--- src/rtl/sr_cmd_debounce_if.sv ---
// ---------------------------------------------------------------------------
// sr_cmd_debounce_if
// Bundles the button inputs and the command/level outputs of the SR command
// debouncer.
//   set_btn, reset_btn : raw push-button levels (asynchronous, may bounce)
//   set, reset         : one-cycle commands to the downstream SR latch
//   set_lvl, reset_lvl : debounced button levels
//   collision          : one-cycle flag, both channels qualified on one edge
// Modports:
//   master : button side, drives the raw buttons and observes the outputs
//   slave  : the debouncer itself
// ---------------------------------------------------------------------------
interface sr_cmd_debounce_if;
    logic set_btn;
    logic reset_btn;
    logic set;
    logic reset;
    logic set_lvl;
    logic reset_lvl;
    logic collision;

    modport master (
        output set_btn, reset_btn,
        input  set, reset, set_lvl, reset_lvl, collision
    );

    modport slave (
        input  set_btn, reset_btn,
        output set, reset, set_lvl, reset_lvl, collision
    );
endinterface

--- src/rtl/sr_cmd_debounce.sv ---
// ---------------------------------------------------------------------------
// sr_cmd_debounce
// Command stage in front of an SR latch. Each raw button is synchronised by
// two flops, debounced by a four-state FSM with a stability counter, and each
// qualified press becomes a single-cycle set or reset command. set and reset
// are never high together, so the latch never sees S=R=1.
//
// Parameters:
//   DEB_CYCLES : consecutive equal synchronised samples to accept a change (>=1)
//   CNT_W      : debounce counter width, 2**CNT_W-1 must be >= DEB_CYCLES
// Ports:
//   clk   : single clock, all state on posedge
//   rst_n : synchronous active-low reset
//   bus   : sr_cmd_debounce_if.slave (buttons in, commands/levels out)
// Build option:
//   SR_CMD_RESET_PRIO_EN defined   -> on collision reset=1, set=0
//   SR_CMD_RESET_PRIO_EN undefined -> on collision both commands dropped
// ---------------------------------------------------------------------------
module sr_cmd_debounce #(
    parameter int DEB_CYCLES = 4,
    parameter int CNT_W      = 8
) (
    input logic               clk,
    input logic               rst_n,
    sr_cmd_debounce_if.slave  bus
);

    typedef enum logic [1:0] {
        IDLE     = 2'd0,
        RISE_CHK = 2'd1,
        HIGH     = 2'd2,
        FALL_CHK = 2'd3
    } deb_state_e;

    localparam logic [CNT_W-1:0] DEB_LIM = CNT_W'(DEB_CYCLES);
    localparam logic [CNT_W-1:0] CNT_ONE = CNT_W'(1);

    if (DEB_CYCLES < 1) begin : g_bad_deb
        $error("sr_cmd_debounce: DEB_CYCLES must be >= 1");
    end
    if (((longint'(1) << CNT_W) - 1) < longint'(DEB_CYCLES)) begin : g_bad_cnt_w
        $error("sr_cmd_debounce: CNT_W too narrow for DEB_CYCLES");
    end

    logic [1:0] btn;
    logic [1:0] s1;
    logic [1:0] s2;
    logic [1:0] rise;
    logic [1:0] lvl;

    // Channel 0 is set, channel 1 is reset.
    assign btn = {bus.reset_btn, bus.set_btn};

    // NOTE: every flop, synchroniser included, takes the synchronous reset so a
    // press in progress is fully discarded and restarts with full latency.
    always_ff @(posedge clk) begin
        if (!rst_n) begin
            s1 <= '0;
            s2 <= '0;
        end else begin
            // NOTE: non-blocking assignments make s2 take the old s1, forming a
            // true two-stage synchroniser instead of collapsing to one flop.
            s1 <= btn;
            s2 <= s1;
        end
    end

    for (genvar ch = 0; ch < 2; ch++) begin : g_ch
        deb_state_e       state_q, state_d;
        logic [CNT_W-1:0] cnt_q, cnt_d;
        logic             rise_c;

        always_ff @(posedge clk) begin
            if (!rst_n) begin
                state_q <= IDLE;
                cnt_q   <= '0;
            end else begin
                state_q <= state_d;
                cnt_q   <= cnt_d;
            end
        end

        // The counter holds the number of consecutive samples that disagree
        // with the accepted level; it is below DEB_LIM in every check state,
        // so the increment can never wrap.
        always_comb begin
            // NOTE: defaults first so every path assigns every output and no
            // latch is inferred.
            state_d = state_q;
            cnt_d   = cnt_q;
            rise_c  = 1'b0;
            unique case (state_q)
                IDLE: begin
                    if (s2[ch]) begin
                        if (DEB_LIM == CNT_ONE) begin
                            state_d = HIGH;
                            cnt_d   = '0;
                            rise_c  = 1'b1;
                        end else begin
                            state_d = RISE_CHK;
                            cnt_d   = CNT_ONE;
                        end
                    end
                end
                RISE_CHK: begin
                    if (!s2[ch]) begin
                        state_d = IDLE;
                        cnt_d   = '0;
                    end else if (cnt_q + CNT_ONE == DEB_LIM) begin
                        state_d = HIGH;
                        cnt_d   = '0;
                        rise_c  = 1'b1;
                    end else begin
                        cnt_d   = cnt_q + CNT_ONE;
                    end
                end
                HIGH: begin
                    if (!s2[ch]) begin
                        if (DEB_LIM == CNT_ONE) begin
                            state_d = IDLE;
                            cnt_d   = '0;
                        end else begin
                            state_d = FALL_CHK;
                            cnt_d   = CNT_ONE;
                        end
                    end
                end
                FALL_CHK: begin
                    if (s2[ch]) begin
                        state_d = HIGH;
                        cnt_d   = '0;
                    end else if (cnt_q + CNT_ONE == DEB_LIM) begin
                        state_d = IDLE;
                        cnt_d   = '0;
                    end else begin
                        cnt_d   = cnt_q + CNT_ONE;
                    end
                end
                default: begin
                    state_d = IDLE;
                    cnt_d   = '0;
                end
            endcase
        end

        assign rise[ch] = rise_c;
        assign lvl[ch]  = (state_q == HIGH) || (state_q == FALL_CHK);
    end

    // Command register: a lone qualified rise fires its own pulse; a
    // simultaneous pair raises collision and never lets set and reset
    // coexist.
    always_ff @(posedge clk) begin
        if (!rst_n) begin
            bus.set       <= 1'b0;
            bus.reset     <= 1'b0;
            bus.collision <= 1'b0;
        end else begin
            bus.collision <= rise[0] & rise[1];
            bus.set       <= rise[0] & ~rise[1];
`ifdef SR_CMD_RESET_PRIO_EN
            bus.reset     <= rise[1];
`else
            bus.reset     <= rise[1] & ~rise[0];
`endif
        end
    end

    assign bus.set_lvl   = lvl[0];
    assign bus.reset_lvl = lvl[1];

endmodule

--- src/flat_wrapper.sv ---
// flat-port wrapper written by rule: the top's interface ports become plain ports
module sr_cmd_debounce_flat 
#(
    parameter int DEB_CYCLES = 4,
    parameter int CNT_W      = 8
)
  (clk, rst_n, bus_set_btn, bus_reset_btn, bus_set, bus_reset, bus_set_lvl, bus_reset_lvl, bus_collision);
  sr_cmd_debounce_if bus_i ();
  input logic clk;
  input logic rst_n;
  input wire logic [$bits(bus_i.set_btn)-1:0] bus_set_btn;
  input wire logic [$bits(bus_i.reset_btn)-1:0] bus_reset_btn;
  output wire logic [$bits(bus_i.set)-1:0] bus_set;
  output wire logic [$bits(bus_i.reset)-1:0] bus_reset;
  output wire logic [$bits(bus_i.set_lvl)-1:0] bus_set_lvl;
  output wire logic [$bits(bus_i.reset_lvl)-1:0] bus_reset_lvl;
  output wire logic [$bits(bus_i.collision)-1:0] bus_collision;
  assign bus_i.set_btn = bus_set_btn;
  assign bus_i.reset_btn = bus_reset_btn;
  assign bus_set = bus_i.set;
  assign bus_reset = bus_i.reset;
  assign bus_set_lvl = bus_i.set_lvl;
  assign bus_reset_lvl = bus_i.reset_lvl;
  assign bus_collision = bus_i.collision;
  sr_cmd_debounce #(.DEB_CYCLES(DEB_CYCLES), .CNT_W(CNT_W)) u_core (.clk(clk), .rst_n(rst_n), .bus(bus_i));
endmodule
--- config.mk ---
export PLATFORM = sky130hd
export DESIGN_NAME = sr_cmd_debounce_flat
export DESIGN_NICKNAME = d
export VERILOG_FILES = /design/src/rtl/sr_cmd_debounce_if.sv /design/src/rtl/sr_cmd_debounce.sv /design/src/flat_wrapper.sv
export SDC_FILE = /design/constraint.sdc
export NUM_CORES = 1
export LEC_CHECK = 0
export ABC_AREA = 1
export BUFFER_PORTS_ARGS = -buffer_cell sky130_fd_sc_hd__buf_4
export CORE_MARGIN = 8
export CORE_UTILIZATION = 55
export CTS_CLUSTER_DIAMETER = 100
export DETAILED_ROUTE_END_ITERATION = 10
export PLACE_DENSITY = 0.83
export SLEW_MARGIN = 20
export SYNTH_ARGS = -nofsm -noshare
export SYNTH_HDL_FRONTEND = slang
export SYNTH_SLANG_ARGS = --single-unit
--- constraint.sdc ---
create_clock -name clk -period 1.8 [get_ports clk]
set_input_delay 0.09 -clock clk [delete_from_list [all_inputs] [get_ports clk]]
set_output_delay 0.09 -clock clk [all_outputs]
set_load 0.02 [all_outputs]
==> results.md, run 1 <==
* I/O Buffers at 8
* Final Setup Violations at 0
* Min cycle time layout at ~1600 ps
* Num rows at 18
* Total Power at around 920 uW
* Layout Cells excl Fill at 255
* Worst skew pair latency at between 300 and 400 ps
* EDFF count, synth at 0
* Post-CTS Setup Bufs at 0
* Post-DP HPWL at around 2.0 mm
* Critical Path RT at ~2100 ps
* Max_cap viols at 0
* Status: finished clean
* Synth Flop Type: dfxtp_1
* Reg area at around 550 sq um
* Leading area contributor after synthesis: dfxtp_1
* R2R Setup Slk at around 150 ps
* Period utilization at 0.916
* Crit path max fanout at 6
* Die area at ~4400 sq um
* Yosys Warn Count at 0
* Startpoint types: flop
* H-tree depth at 1
* Post-Syn Area at approximately 1400 sq um
* Layout Cell Area excl Fill at around 1500 sq um
* Slew headroom at 0.681
* Antenna violations before repair at 0
* Setup TNS at 0 ps
* CTS tree: built
* Avg WL per Cell at ~10 um
* Slew @ Worst Pin at between 400 and 500 ps
* WHS at approximately 34 ps
* First-pass GRT wire length at about 4.7 mm
* Hold crit path type: input port to flop
* Crit. End Element: flop
* CTS Sinks at 27
* Syn Area/Cell at about 6.5 sq um
* Worst Path Arrival at roughly 1900 ps
* Placed insts at 249
* DR vias at ~1300
* Ys async rst share at 0
* Clk root buf: clkbuf_4
* GRT overflow at 0
* Synthesized Nets at about 220
* Maximum clock frequency at roughly 610 MHz
* Layout net count at 233
* Die height at around 66 um
* Leak at roughly 0.72 nW
* Starting Density at 0.572
* Setup repair after global routing missed its margin: false
* Pwr/cell area at approximately 600 nW/um^2
* Initial DRT Pass Iterations at 4
* Synth top cells by count: nand2_1, inv_1, dfxtp_1
* Clk slew on worst S/H paths at about 140 ps
* Die W at 66.3 um
* Yosys reg bits at 27
* Largest net degree at the start of global routing at 16
* # diodes at 0
* Area of the multi-input gates at around 680 sq um
* Top-Level Pins at 9
* DRC at 0
* Cells after synthesis at ~220
* Post-DP Area at 1470 sq um
* Top-count cell post-synth: nand2_1
* Final critical-path setup slack at ~150 ps
* Post-layout util at 0.627
* Core footprint at between 2000 and 2500 sq um
* Avg Vias per Cell at about 5
* Worst slack at placement at between 150 and 200 ps
* CP Class: flop to flop
* Vias in the first global route at 1147
* Worst Clk Skew at approximately 5.0 ps
* Cts bufs inserted at 3
* Layout area overhead at 9.62%
* Hold Fails Final Rpt at 0
* Clock buffer depth at 2
* DRT antenna net count at 0
* Layout cell share with drive strength beyond 1 at 0.0889
* Register area share after synthesis at 0.388
* DRT iter0 DRCs at 36
* Post-synth cell types at 20
* # fillers at about 240
* Final WL at ~2.7 mm
* GP Congestion at ~0.81
* GR Util All Layers at 0.135
* Yosys top cell area share at 0.388
* Pins Over Slew Limit at 0
* Synth area leaders: dfxtp_1, nand2_1, inv_1
* VDD IR max at between 0.6 and 0.7 mV
layout make-up:
class | count | share of cell area
timing repair buffer | 10 | 0.0525
clock inverter | 1 | 0.00328
inverter | 40 | 0.0984
multi-input combinational | 144 | 0.447
sequential | 27 | 0.359
tap | 30 | 0.0246
clock buffer | 3 | 0.0148
where the power goes:
group          internal (mW)  total (mW)  switching (mW)
Clock                 0.0836       0.263           0.179
Sequential             0.603       0.610         0.00631
Combinational         0.0149      0.0429          0.0279
Total                  0.702       0.916           0.214
registers in the layout, indices dropped and copies added, names as in the netlist, named ones only:
name and count:
u_core.bus.collision 1, u_core.bus.reset 1, u_core.bus.set 1, u_core.g_ch.cnt_q 16
u_core.g_ch.state_q 2, u_core.s1 2, u_core.s2 2
layout by cell type (no fill, tap or decap), types with 4 or more instances in the layout:
master	instances
nand2_1	60
a21oi_1	12
nor2_1	23
nand3_1	21
buf_4	8
nand4_1	4
inv_1	40
dfxtp_1	25
nor3_1	4
critical path, stage by stage, from the launching register on:
cell	delay [ps]
dfxtp_4	390
ha_1	220
nand2_1	90
inv_1	40
nor2_1	120
nand3_1	90
nor2_1	160
nand3_1	130
nor2_1	140
nand3_1	120
nor2_1	100
routing by layer:
layer	share of wire	track usage	up-vias
met2	0.44	0.207	35
li1	-	-	687
met5	0	0	-
met4	0.021	0.0720	0
met3	0.068	0.0407	5
met1	0.47	0.164	539
repair_timing:
action                                 in CTS  in global routing
gates resized for setup                     0                  4
hold buffers                                2                  0
setup endpoints to repair                   0                  2
endpoints found under the hold margin       2                  0
path summary, 6_finish.rpt:
path | from | to | depth (start not counted)
worst max-delay path | u_core.g_ch[1].cnt_q[0] | u_core.bus.reset | 10
worst min-delay path | rst_n | u_core.s1[1] | 3
worst max register to register | u_core.g_ch[1].cnt_q[0] | u_core.bus.reset | 10
worst min register to register | u_core.s1[0] | u_core.s2[0] | 2
cell families (layout without fill, tap and decap cells):
logic type,Yosys count,in the layout,share of synthesized area
AOI/OAI and AO/OA,20,20,0.0791
xor gates and xnor gates,3,3,0.0189
adders and majority gates,3,3,0.0270
buffers and inverters,44,54,0.121
DFF,27,27,0.388
and+or+nand+nor,118,118,0.365
(Power assumes the default switching activity.)
==> run 2: changes to the inputs <==
--- a/config.mk
+++ b/config.mk
@@ -5,7 +5,7 @@
 export SDC_FILE = /design/constraint.sdc
 export NUM_CORES = 1
 export LEC_CHECK = 0
-export ABC_AREA = 1
+export ABC_AREA = 0
 export BUFFER_PORTS_ARGS = -buffer_cell sky130_fd_sc_hd__buf_4
 export CORE_MARGIN = 8
 export CORE_UTILIZATION = 55
==> run 2 against run 1 <==
- flip-flop and latch count is the same
- first-iteration DRC count grew to 2.8 times the previous value
- design area increased by 6.4%
- total power increased by 2.8%
- non-clock buffer count increased by 6
- global-route usage is 0.21 points lower
- cell count shrank 22%
- via count down 4.7%
- die area hardly changed
- critical path type unchanged
- largest cell class unchanged
==> results.md, run 2 <==
* Status: finished clean (unchanged)
* Yosys top cell area share at 0.389 (was 0.388)
* Leading area contributor after synthesis: dfxtp_1 (unchanged)
* Most common cell after layout, fill and taps aside: dfxtp_1 (was nand2_1)
* Total Power at 941 uW (was 916 uW)
* Pwr/cell area at 580 nW/um^2 (was 600 nW/um^2)
* Min cycle time layout at 1750 ps (was 1650 ps)
* GRT overflow at 0 (unchanged)
* Num rows at 18 (unchanged)
* Final WL at 2.99 mm (was 2.67 mm)
* Slowest stage cell, crit path: dfxtp_1 (was dfxtp_4)
* Layout area overhead at 16.7% (was 9.62%)
* I/O Buffers at 8 (unchanged)
* First-pass GRT wire length at 4.72 mm (was 4.71 mm)
* Setup TNS at 0 ps (unchanged)
* Pins Over Slew Limit at 0 (unchanged)
* Cells after synthesis at 159 (was 215)
* Starting Density at 0.572 (about the same)
* Vias in the first global route at 1099 (was 1147)
* CP bufs+invs at 0 (was 1)
* Die W at 66.3 um (about the same)
* Hold Fails Final Rpt at 0 (unchanged)
* Yosys Warn Count at 0 (unchanged)
* Clk slew on worst S/H paths at 160 ps (was 140 ps)
* Synth top cells by count: dfxtp_1, nand2_1, nor2_1 (was nand2_1, inv_1, dfxtp_1)
* Most frequent cells in the layout: dfxtp_1, nand2_1, buf_4 (was nand2_1, inv_1, dfxtp_1)
* Crit-path cells: nand3_2 > or3_4 > a31oi_4 > o2111ai_1 > o21ai_1 (was ha_1 > nand2_1 > inv_1 > nor2_1 > nand3_1 > nor2_1 > nand3_1 > nor2_1 > nand3_1 > nor2_1)
* Startpoint types: flop (unchanged)
* Ys async rst share at 0 (unchanged)
* Die area at 4390 sq um (was 4400 sq um)
* Register name with the most flops: u_core.g_ch.cnt_q (unchanged)
* Core footprint at 2430 sq um (unchanged)
* Yosys reg bits at 27 (unchanged)
* Top delay family on crit path: compound AO/OA/AOI/OAI gates (was simple AND/OR/NAND/NOR gates)
* Period utilization at 0.971 (was 0.916)
* H-tree depth at 1 (unchanged)
* Layout cell share with drive strength beyond 1 at 0.212 (was 0.0889)
* Largest net degree at the start of global routing at 30 (was 16)
* Post-Syn Area at 1390 sq um (about the same)
* Crit. End Element: flop (unchanged)
* Clk root buf: clkbuf_4 (unchanged)
* Top-count cell post-synth: dfxtp_1 (was nand2_1)
* Slew @ Worst Pin at 414 ps (was 476 ps)
* Max_cap viols at 0 (unchanged)
* # diodes at 0 (unchanged)
* Leak at 0.622 nW (was 0.715 nW)
* Final Setup Violations at 0 (unchanged)
* Layout Cell Area excl Fill at 1620 sq um (was 1530 sq um)
* # fillers at 180 (was 235)
* Crit path max fanout at 6 (unchanged)
* DRT antenna net count at 0 (unchanged)
* DRC at 0 (unchanged)
* Hold crit path type: input port to flop (unchanged)
* Worst Clk Skew at 12.4 ps (was 4.96 ps)
* DR vias at 1207 (was 1266)
* Worst slack at placement at 33.1 ps (was 197 ps)
* EDFF count, synth at 0 (unchanged)
* Critical Path RT at 2070 ps (was 2080 ps)
* Synth Flop Type: dfxtp_1 (unchanged)
* Setup repair after global routing missed its margin: true (was false)
* Slew headroom at 0.723 (was 0.681)
* Max reg flops at 16 (unchanged)
* Synthesized Nets at 166 (was 222)
* CTS tree: built (unchanged)
* CP Class: flop to flop (unchanged)
* Crit path largest cell delay at 520 ps (was 390 ps)
* Register area share after synthesis at 0.389 (was 0.388)
* GR Util All Layers at 0.133 (was 0.135)
* CTS Sinks at 27 (unchanged)
* Synth area leaders: dfxtp_1, a21boi_0, and2_1 (was dfxtp_1, nand2_1, inv_1)
* Final critical-path setup slack at 51.9 ps (was 151 ps)
* Layout net count at 178 (was 233)
* Post-DP HPWL at 1.97 mm (about the same)
* VDD IR max at 0.498 mV (was 0.649 mV)
* Clock buffer depth at 2 (unchanged)
* Post-CTS Setup Bufs at 0 (unchanged)
* Antenna violations before repair at 0 (unchanged)
* Maximum clock frequency at 572 MHz (was 606 MHz)
* Syn Area/Cell at 8.74 sq um (was 6.47 sq um)
* GP Congestion at 0.854 (was 0.807)
* Avg WL per Cell at 14.9 um (was 10.5 um)
* Top-Level Pins at 9 (unchanged)
* Worst skew pair latency at 330 ps (about the same)
* Worst Path Arrival at 2020 ps (was 1930 ps)
* Avg Vias per Cell at 6.04 (was 4.96)
* Die height at 66.3 um (about the same)
* Post-synth cell types at 41 (was 20)
* Post-DP Area at 1490 sq um (was 1470 sq um)
* Cts bufs inserted at 3 (unchanged)
* DRT iter0 DRCs at 99 (was 36)
* Initial DRT Pass Iterations at 4 (unchanged)
run 2: per-layer routing:
metal  vias up  routed length, um  track usage
met5         -                  0            0
met4         0                 38       0.0613
met3         4                 89       0.0254
met2        23               1500        0.233
met1       582               1360        0.150
li1        598                  -            -
run 2: path summary, 6_finish.rpt:
path | start | depth (start not counted) | slack (ps) | endpoint
worst min register to register | u_core.s1[0] | 1 | 460 | u_core.s2[0]
worst max-delay path | u_core.g_ch[1].cnt_q[2] | 5 | 50 | u_core.g_ch[1].cnt_q[4]
worst min-delay path | rst_n | 3 | 90 | u_core.g_ch[1].state_q[0]
worst max register to register | u_core.g_ch[1].cnt_q[2] | 5 | 50 | u_core.g_ch[1].cnt_q[4]
run 2: per-stage QoR:
step	util	instances	hold slack, ps
2_1_floorplan	-	159	217
3_3_place_gp	0.612	194	303
3_5_place_dp	0.612	194	303
4_1_cts	0.635	200	75.3
5_1_grt	0.667	200	80.3
6_report	0.667	200	89.7
run 2: final cells by class:
type	count	area (sq um)	share of cell area
clock buffer	3	22.5	0.0139
sequential	27	546	0.336
clock inverter	1	8.76	0.00540
multi-input combinational	123	880	0.542
timing repair buffer	16	129	0.0794
tap	30	37.5	0.0231
run 2: worst min-delay path: stages:
cell and delay [ps]:
buf_4 190, nand2_1 80, nor2_1 30
run 2: where the power goes:
| part | leakage, nW | internal [mW] | switching, mW |
|---|---|---|---|
| sequential | 0.220 | 0.605 | 0.00728 |
| clock | 0.0183 | 0.0907 | 0.189 |
| combinational | 0.383 | 0.0238 | 0.0251 |
| total | 0.622 | 0.720 | 0.222 |
run 2: cell families after synthesis:
kind of cell,count (synthesis),share of synthesized area
flops,27,0.389
fa+ha+maj,3,0.0270
buf+inv,9,0.0324
mux,3,0.0216
xor+xnor,5,0.0369
compound gates,37,0.179
simple gates,75,0.314
run 2: what timing repair did:
| action | CTS | global route |
|---|---|---|
| hold endpoints to repair | 2 | 0 |
| pin swaps | 1 | 4 |
| hold buffers | 2 | 0 |
| setup endpoints to repair | 1 | 9 |
| resized for setup | 1 | 18 |
